<file path="src/rtl/reaction_round_ctrl_pkg.sv">
// Shared definitions for the reaction-round game: state codes, LFSR shape and step function.
// The single-player game FSM uses the same state encoding.
package reaction_round_ctrl_pkg;

   typedef enum logic [2:0] {
      ST_IDLE      = 3'd0,
      ST_COUNTDOWN = 3'd1,
      ST_WAIT      = 3'd2,
      ST_GO        = 3'd3,
      ST_ROUND_END = 3'd4,
      ST_DONE      = 3'd5
   } state_t;

   localparam int LFSR_W = 9;

   // Galois taps for x^9 + x^5 + 1 in right-shift form
   localparam logic [LFSR_W-1:0] LFSR_TAPS = 9'h110;

   function automatic logic [LFSR_W-1:0] lfsr_next(input logic [LFSR_W-1:0] q);
      return {1'b0, q[LFSR_W-1:1]} ^ (q[0] ? LFSR_TAPS : '0);
   endfunction

endpackage

</file>
<file path="src/rtl/reaction_round_ctrl_if.sv">
// Game-side signal bundle: tick/button/control inputs towards the core, round results towards the screens.
interface reaction_round_ctrl_if #(
   parameter int NUM_PLAYERS = 2,
   parameter int NUM_ROUNDS  = 4,
   parameter int CNT_W       = 9
);
   localparam int RND_W = $clog2(NUM_ROUNDS) + 1;
   localparam int TOT_W = CNT_W + $clog2(NUM_ROUNDS);
   localparam int WIN_W = $clog2(NUM_PLAYERS) + 1;

   logic                         enable;
   logic                         tick_100hz;
   logic                         tick_1hz;
   logic                         start;
   logic [NUM_PLAYERS-1:0]       btn;
   logic [CNT_W-1:0]             seed;
   logic [2:0]                   state_o;
   logic [2:0]                   countdown;
   logic                         go;
   logic [RND_W-1:0]             round_idx;
   logic [NUM_PLAYERS-1:0]       foul;
   logic [NUM_PLAYERS*CNT_W-1:0] react_time;
   logic [NUM_PLAYERS*TOT_W-1:0] total;
   logic [WIN_W-1:0]             winner;
   logic                         winner_vld;
   logic                         done;

   modport master (
      output enable, tick_100hz, tick_1hz, start, btn, seed,
      input  state_o, countdown, go, round_idx, foul, react_time, total, winner, winner_vld, done
   );

   modport slave (
      input  enable, tick_100hz, tick_1hz, start, btn, seed,
      output state_o, countdown, go, round_idx, foul, react_time, total, winner, winner_vld, done
   );
endinterface

</file>
<file path="src/rtl/reaction_round_ctrl_lfsr.sv">
// Free-running 9-bit Galois LFSR advanced by a tick enable; a load never leaves it stuck at zero.
module reaction_round_ctrl_lfsr
   import reaction_round_ctrl_pkg::*;
(
   input  logic              clk,
   input  logic              rst,
   input  logic              step,
   input  logic              load,
   input  logic [LFSR_W-1:0] load_val,
   output logic [LFSR_W-1:0] q
);

   always_ff @(posedge clk or posedge rst) begin
      if (rst) begin
         q <= LFSR_W'(1);
      end else if (load) begin
         q <= (load_val == '0) ? LFSR_W'(1) : load_val;
      end else if (step) begin
         q <= lfsr_next(q);
      end
   end

endmodule

</file>
<file path="src/rtl/reaction_round_ctrl.sv">
// Multi-player, multi-round reaction game core: countdown, random hold-off, GO window and capture,
// with per-player fouls, reaction times, running totals and a per-round winner.
module reaction_round_ctrl
   import reaction_round_ctrl_pkg::*;
#(
   parameter int NUM_PLAYERS = 2,
   parameter int NUM_ROUNDS  = 4,
   parameter int CNT_W       = 9,
   parameter int TIMEOUT     = 300,
   parameter int MIN_DELAY   = 100,
   parameter int COUNTDOWN_S = 5
) (
   input logic               clk,
   input logic               rst,
   reaction_round_ctrl_if.slave bus
);

   localparam int RND_W = $clog2(NUM_ROUNDS) + 1;
   localparam int TOT_W = CNT_W + $clog2(NUM_ROUNDS);
   localparam int WIN_W = $clog2(NUM_PLAYERS) + 1;
   localparam logic [CNT_W-1:0] TIMEOUT_V = CNT_W'(TIMEOUT);
   localparam logic [CNT_W-1:0] MIN_V     = CNT_W'(MIN_DELAY);
   localparam logic [2:0]       CD_V      = 3'(COUNTDOWN_S);
   localparam logic [RND_W-1:0] LAST_RND  = RND_W'(NUM_ROUNDS - 1);
   localparam logic [WIN_W-1:0] NO_WIN    = WIN_W'(NUM_PLAYERS);

   state_t                 state, state_nxt;
   logic [2:0]             countdown_q;
   logic [CNT_W-1:0]       delay_q, timer_q, delay_init, lfsr_cnt, best;
   logic [RND_W-1:0]       round_q;
   logic [NUM_PLAYERS-1:0] btn_q, press_q, foul_q, capt_q, capt_now;
   logic [CNT_W-1:0]       react_q [NUM_PLAYERS];
   logic [TOT_W-1:0]       total_q [NUM_PLAYERS];
   logic [WIN_W-1:0]       winner_q, winner_c;
   logic [LFSR_W-1:0]      lfsr_q;
   logic                   start_ok, all_fouled, go_exit;
   logic [NUM_PLAYERS*CNT_W-1:0] react_flat;
   logic [NUM_PLAYERS*TOT_W-1:0] total_flat;

   assign start_ok   = bus.start & bus.enable & ((state == ST_IDLE) | (state == ST_DONE));
   assign lfsr_cnt   = CNT_W'(lfsr_q);
   assign delay_init = (lfsr_cnt < MIN_V) ? lfsr_cnt + MIN_V : lfsr_cnt;
   assign capt_now   = press_q & ~foul_q & ~capt_q;
   assign all_fouled = &(foul_q | press_q);
   assign go_exit    = (&(foul_q | capt_q | capt_now)) | (timer_q == TIMEOUT_V);

   reaction_round_ctrl_lfsr u_lfsr (
      .clk      (clk),
      .rst      (rst),
      .step     (bus.tick_100hz),
      .load     (start_ok),
      .load_val (lfsr_q ^ LFSR_W'(bus.seed)),
      .q        (lfsr_q)
   );

   // Presses are rising edges of the button levels, registered so they land one cycle after btn
   always_ff @(posedge clk or posedge rst) begin
      if (rst) begin
         btn_q   <= '0;
         press_q <= '0;
      end else begin
         btn_q   <= bus.btn;
         press_q <= bus.btn & ~btn_q;
      end
   end

   always_ff @(posedge clk or posedge rst) begin
      if (rst) state <= ST_IDLE;
      else     state <= state_nxt;
   end

   always_comb begin
      state_nxt = state;
      if (!bus.enable) begin
         state_nxt = ST_IDLE;
      end else begin
         case (state)
            ST_IDLE, ST_DONE: if (bus.start) state_nxt = ST_COUNTDOWN;
            ST_COUNTDOWN:     if (bus.tick_1hz && countdown_q <= 3'd1) state_nxt = ST_WAIT;
            ST_WAIT: begin
               if (all_fouled)                              state_nxt = ST_ROUND_END;
               else if (bus.tick_100hz && delay_q <= CNT_W'(1)) state_nxt = ST_GO;
            end
            ST_GO:            if (go_exit) state_nxt = ST_ROUND_END;
            ST_ROUND_END:     state_nxt = (round_q == LAST_RND) ? ST_DONE : ST_COUNTDOWN;
            default:          state_nxt = ST_IDLE;
         endcase
      end
   end

   // Strict less-than scanning upwards gives ties to the lowest index; TIMEOUT is never a winner
   always_comb begin
      best     = TIMEOUT_V;
      winner_c = NO_WIN;
      for (int i = 0; i < NUM_PLAYERS; i++) begin
         if (!foul_q[i] && react_q[i] < best) begin
            best     = react_q[i];
            winner_c = WIN_W'(i);
         end
      end
   end

   always_ff @(posedge clk or posedge rst) begin
      if (rst) begin
         countdown_q <= '0;
         delay_q     <= '0;
         timer_q     <= '0;
         round_q     <= '0;
         foul_q      <= '0;
         capt_q      <= '0;
         winner_q    <= '0;
         for (int i = 0; i < NUM_PLAYERS; i++) begin
            react_q[i] <= '0;
            total_q[i] <= '0;
         end
      end else if (!bus.enable) begin
         countdown_q <= '0;
         delay_q     <= '0;
         timer_q     <= '0;
         round_q     <= '0;
         foul_q      <= '0;
         capt_q      <= '0;
         winner_q    <= '0;
         for (int i = 0; i < NUM_PLAYERS; i++) begin
            react_q[i] <= '0;
            total_q[i] <= '0;
         end
      end else begin
         case (state)
            ST_IDLE, ST_DONE: begin
               if (bus.start) begin
                  countdown_q <= CD_V;
                  round_q     <= '0;
                  foul_q      <= '0;
                  capt_q      <= '0;
                  winner_q    <= '0;
                  for (int i = 0; i < NUM_PLAYERS; i++) begin
                     react_q[i] <= '0;
                     total_q[i] <= '0;
                  end
               end
            end
            ST_COUNTDOWN: begin
               if (bus.tick_1hz) begin
                  if (countdown_q <= 3'd1) begin
                     countdown_q <= '0;
                     delay_q     <= delay_init;
                  end else begin
                     countdown_q <= countdown_q - 3'd1;
                  end
               end
            end
            ST_WAIT: begin
               timer_q <= '0;
               if (bus.tick_100hz && delay_q > CNT_W'(1)) delay_q <= delay_q - CNT_W'(1);
               for (int i = 0; i < NUM_PLAYERS; i++) begin
                  if (press_q[i]) begin
                     foul_q[i]  <= 1'b1;
                     react_q[i] <= TIMEOUT_V;
                  end
               end
            end
            ST_GO: begin
               if (bus.tick_100hz && timer_q < TIMEOUT_V) timer_q <= timer_q + CNT_W'(1);
               capt_q <= capt_q | capt_now;
               for (int i = 0; i < NUM_PLAYERS; i++) begin
                  if (capt_now[i])                             react_q[i] <= timer_q;
                  else if (go_exit && !capt_q[i] && !foul_q[i]) react_q[i] <= TIMEOUT_V;
               end
            end
            ST_ROUND_END: begin
               winner_q <= winner_c;
               for (int i = 0; i < NUM_PLAYERS; i++) total_q[i] <= total_q[i] + TOT_W'(react_q[i]);
               if (round_q != LAST_RND) begin
                  round_q     <= round_q + RND_W'(1);
                  foul_q      <= '0;
                  capt_q      <= '0;
                  countdown_q <= CD_V;
                  for (int i = 0; i < NUM_PLAYERS; i++) react_q[i] <= '0;
               end
            end
            default: ;
         endcase
      end
   end

   always_comb begin
      react_flat = '0;
      total_flat = '0;
      for (int i = 0; i < NUM_PLAYERS; i++) begin
         react_flat[i*CNT_W +: CNT_W] = react_q[i];
         total_flat[i*TOT_W +: TOT_W] = total_q[i];
      end
   end

   // The winner is shown live during ROUND_END and held from the register afterwards
   assign bus.state_o    = state;
   assign bus.countdown  = countdown_q;
   assign bus.go         = (state == ST_GO);
   assign bus.round_idx  = round_q;
   assign bus.foul       = foul_q;
   assign bus.react_time = react_flat;
   assign bus.total      = total_flat;
   assign bus.winner     = (state == ST_ROUND_END) ? winner_c : winner_q;
   assign bus.winner_vld = (state == ST_ROUND_END);
   assign bus.done       = (state == ST_DONE);

endmodule
</file>
<file path="src/flat_wrapper.sv">
// flat-port wrapper written by rule: the top's interface ports become plain ports
module reaction_round_ctrl_flat import reaction_round_ctrl_pkg::*;
#(
   parameter int NUM_PLAYERS = 2,
   parameter int NUM_ROUNDS  = 4,
   parameter int CNT_W       = 9,
   parameter int TIMEOUT     = 300,
   parameter int MIN_DELAY   = 100,
   parameter int COUNTDOWN_S = 5
)
  (clk, rst, bus_enable, bus_tick_100hz, bus_tick_1hz, bus_start, bus_btn, bus_seed, bus_state_o, bus_countdown, bus_go, bus_round_idx, bus_foul, bus_react_time, bus_total, bus_winner, bus_winner_vld, bus_done);
  reaction_round_ctrl_if #(.NUM_PLAYERS(NUM_PLAYERS), .NUM_ROUNDS(NUM_ROUNDS), .CNT_W(CNT_W)) bus_i ();
  input logic clk;
  input logic rst;
  input wire logic [$bits(bus_i.enable)-1:0] bus_enable;
  input wire logic [$bits(bus_i.tick_100hz)-1:0] bus_tick_100hz;
  input wire logic [$bits(bus_i.tick_1hz)-1:0] bus_tick_1hz;
  input wire logic [$bits(bus_i.start)-1:0] bus_start;
  input wire logic [$bits(bus_i.btn)-1:0] bus_btn;
  input wire logic [$bits(bus_i.seed)-1:0] bus_seed;
  output wire logic [$bits(bus_i.state_o)-1:0] bus_state_o;
  output wire logic [$bits(bus_i.countdown)-1:0] bus_countdown;
  output wire logic [$bits(bus_i.go)-1:0] bus_go;
  output wire logic [$bits(bus_i.round_idx)-1:0] bus_round_idx;
  output wire logic [$bits(bus_i.foul)-1:0] bus_foul;
  output wire logic [$bits(bus_i.react_time)-1:0] bus_react_time;
  output wire logic [$bits(bus_i.total)-1:0] bus_total;
  output wire logic [$bits(bus_i.winner)-1:0] bus_winner;
  output wire logic [$bits(bus_i.winner_vld)-1:0] bus_winner_vld;
  output wire logic [$bits(bus_i.done)-1:0] bus_done;
  assign bus_i.enable = bus_enable;
  assign bus_i.tick_100hz = bus_tick_100hz;
  assign bus_i.tick_1hz = bus_tick_1hz;
  assign bus_i.start = bus_start;
  assign bus_i.btn = bus_btn;
  assign bus_i.seed = bus_seed;
  assign bus_state_o = bus_i.state_o;
  assign bus_countdown = bus_i.countdown;
  assign bus_go = bus_i.go;
  assign bus_round_idx = bus_i.round_idx;
  assign bus_foul = bus_i.foul;
  assign bus_react_time = bus_i.react_time;
  assign bus_total = bus_i.total;
  assign bus_winner = bus_i.winner;
  assign bus_winner_vld = bus_i.winner_vld;
  assign bus_done = bus_i.done;
  reaction_round_ctrl #(.NUM_PLAYERS(NUM_PLAYERS), .NUM_ROUNDS(NUM_ROUNDS), .CNT_W(CNT_W), .TIMEOUT(TIMEOUT), .MIN_DELAY(MIN_DELAY), .COUNTDOWN_S(COUNTDOWN_S)) u_core (.clk(clk), .rst(rst), .bus(bus_i));
endmodule
</file>
<file path="config.mk">
export PLATFORM = sky130hd
export DESIGN_NAME = reaction_round_ctrl_flat
export DESIGN_NICKNAME = d
export VERILOG_FILES = /design/src/rtl/reaction_round_ctrl_pkg.sv /design/src/rtl/reaction_round_ctrl_if.sv /design/src/rtl/reaction_round_ctrl_lfsr.sv /design/src/rtl/reaction_round_ctrl.sv /design/src/flat_wrapper.sv
export SDC_FILE = /design/constraint.sdc
export NUM_CORES = 1
export LEC_CHECK = 0
export ABC_AREA = 0
export CORE_MARGIN = 2
export CORE_UTILIZATION = 61
export CTS_CLUSTER_DIAMETER = 100
export CTS_CLUSTER_SIZE = 40
export DETAILED_ROUTE_END_ITERATION = 6
export GPL_TIMING_DRIVEN = 0
export MAX_ROUTING_LAYER = met4
export PLACE_DENSITY = 0.88
export SLEW_MARGIN = 20
export SYNTH_ARGS = -nofsm -noshare
export SYNTH_HDL_FRONTEND = slang
export SYNTH_SLANG_ARGS = --single-unit
export TNS_END_PERCENT = 20
</file>
<file path="constraint.sdc">
create_clock -name clk -period 7.5 [get_ports clk]
set_input_delay 1.5 -clock clk [delete_from_list [all_inputs] [get_ports clk]]
set_output_delay 1.5 -clock clk [all_outputs]
set_load 0.01 [all_outputs]
</file>
==> metrics <==
Hold Path Class reg2reg; FFs w/ async S/R, synth 100%; Place WS 2930 ps; utilization after layout 75.4%; routed via count 5641; grt ovf 0; flop and latch count out of synthesis 86; Worst Max-Slew Pin Slew 894 ps; busiest grt layer met2; met1 Use GR 43.2%; Pwr per Cell Area 269 nW/um^2; final setup TNS 0 ps; Seq. cell area 2150 sq um; n_diodes 0; Final Instance Count excl. Fillers 881; core area 9280 sq um; Worst VDD drop 0.203 mV; Crit path buffers/inverters 2; Mapped Nets 717; Worst Path Arrival 3530 ps; Final HPWL DP 11.9 mm; hold-fix buffer count after cts 0; gr usage total 33.1%; CTS tree done; Main synth FF type dfrtp_1; most frequent cells in the layout dfrtp_1 (85), clkdlybuf4s50_1 (72), nand2_1 (60); drt first pass iters 5; minimum clock period 5030 ps; Longest Clk Path Bufs 2; Crit path max-delay family compound AO/OA/AOI/OAI gates; CP startpoint kind flip-flop; fillers 690; final WL 16.0 mm; # clock sinks 86; commonest non-fill, non-tap cell in the layout dfrtp_1; Distinct cells, synth 81; largest fanout on the critical path 6; final max-slew violation count 0; Area Growth Syn to Fin 18.8%; mapped cell area 5890 sq um; number of synthesized flops with an enable pin 0; vias in the first global route 5548; CTS root buf clkbuf_8; I/O Buffers 72; Post-Synthesis Cells 663; RD Place Congestion 0.950; synthesized area per cell 8.88 sq um; CTS buffer count 9; Final period util 67.1%; Ports 73; Die Area 10500 sq um; outcome finished, final reports clean; antenna violations before repair 0; routing usage on met3 4.65%; share of cells above drive strength 1 7.85%; Final Hold Vio Count 0; Clock Latency Late Sink 360 ps; CTS resizes 0; Crit. End Element primary output; Worst Setup Path Type reg2out; CTS H-tree lvls 3; final setup skew 9.61 ps; Slowest Stage Delay on Critical Path 580 ps; Die X 102 um; max cap viols 0; dpl cells 865; worst path cell trace a21oi_1 -> o211ai_1 -> inv_1 -> nand2_1 -> ha_1 -> and4_1 -> a2111oi_0 -> o31ai_1 -> a21o_1 -> o21ai_0 -> clkdlybuf4s50_1; worst path required time 6000 ps; relative max-transition margin 39.7%; Fmax achieved 199 MHz; Clock transition at path regs 90 ps; yosys warns 0; Final WS setup 2470 ps; num rows 35; antenna violation net count after detailed routing 0; multi-input logic area 3390 sq um; initial core utilization 63.4%; setup violators final 0; fin nets 801; largest net degree at the start of global routing 51; DRT iter0 DRCs 612; wire per inst 18.2 um; global-route track usage on met2 52.0%; RSZ-0062 raised after global routing no; leakage power 0.00301 uW; Residual DRC 0; first-pass GRT wire length 26.6 mm; post-DR vias/cell 6.40; # Post-CTS Setup Buffers 0; register area share after synthesis 36.6%; die height 102 um; Crit-path slowest cell clkdlybuf4s50_1
[layer usage]
layer,vias up,routed length (um)
met3,46,1120
met1,2698,6810
li1,2624,-
met5,-,0
met2,273,7660
met4,0,420
[worst reg2reg max path, stage by stage, from the launching register on]
cell and delay, ps:
dfrtp_1 460, a21oi_1 90, o211ai_1 420, inv_1 110
nand2_1 100, ha_1 260, and4_1 200, a2111oi_0 420
o31ai_1 180, o21ai_0 260, o21ai_0 120
[kinds of logic (layout without fill, tap and decap cells)]
group / after synthesis / after routing / share of synthesized area [%]
compound gates: 233 / 233 / 26.5
simple gates: 204 / 204 / 18.1
flops: 86 / 86 / 36.6
buf+inv: 73 / 162 / 5.93
fa+ha+maj: 37 / 37 / 8.12
xor+xnor: 20 / 20 / 2.97
mux: 10 / 10 / 1.85
[power by group]
part	internal [uW]	switching, uW
registers	544	104
logic	375	516
clock network	172	169
total	1090	789
[final timing paths]
check | from | endpoint | slack [ps] | depth (start not counted)
max in group asynchronous | rst | u_core.u_lfsr.q[0] | 5240 | 3
worst min register to register | u_core.btn_q[0] | u_core.press_q[0] | 390 | 1
worst max-delay path | u_core.bus.react_time[2] | bus_winner[0] | 2470 | 11
min in group asynchronous | rst | u_core.bus.round_idx[1] | 1570 | 2
worst max register to register | u_core.bus.react_time[2] | u_core.winner_q[1] | 4740 | 10
worst min-delay path | u_core.btn_q[0] | u_core.press_q[0] | 390 | 1
[cell usage after synthesis (all sizes together) (4+ instances only)]
cell	number	area, sq um
a21o	15	113
xnor2	6	52.6
xor2	14	123
and2	6	40.0
o22ai	14	87.6
nand3	17	85.1
mux2	4	48.8
nor2	39	151
nor4	4	25.0
nand2b	11	71.3
nand4	7	43.8
inv	41	154
dfrtp	85	2130
a211oi	8	60.1
o21ai	56	284
nand2	61	231
o31ai	4	30.0
o21a	9	67.6
or3	5	31.3
mux2i	6	60.1
a31oi	14	87.6
and3	10	62.6
ha	35	438
o211ai	8	65.1
a22o	12	105
a32o	7	70.1
nor3	10	50.1
a21oi	48	248
clkbuf	11	41.3
nor3b	8	60.1
nor2b	6	37.5
buf	19	146
[registers in the layout (all words and copies together), names as in the netlist]
name                   flops
u_core.u_lfsr.q            9
u_core.press_q             2
u_core.bus.state_o         3
u_core.bus.countdown       3
u_core.delay_q             9
u_core.bus.round_idx       3
u_core.timer_q             9
u_core.btn_q               2
u_core.bus.react_time     18
u_core.capt_q              2
u_core.winner_q            2
u_core.bus.foul            2
u_core.bus.total          22
[stage by stage]
stage	hold WS, ps	power, uW	area, sq um
after floorplan	378	1240	5890
after global placement	383	1480	6770
after detailed placement	391	1520	6790
after CTS	404	1860	7000
after global routing	420	2000	7000
final	393	1880	7000
[cell type report]
type	count	share of cell area [%]
buffer	30	2.68
clock buffer	13	2.27
sequential	86	30.8
timing repair buffer	73	10.6
inverter	43	2.34
tap	129	2.31
clock inverter	3	0.608
multi-input combinational	504	48.4
Power figures use the tool's default switching activity.
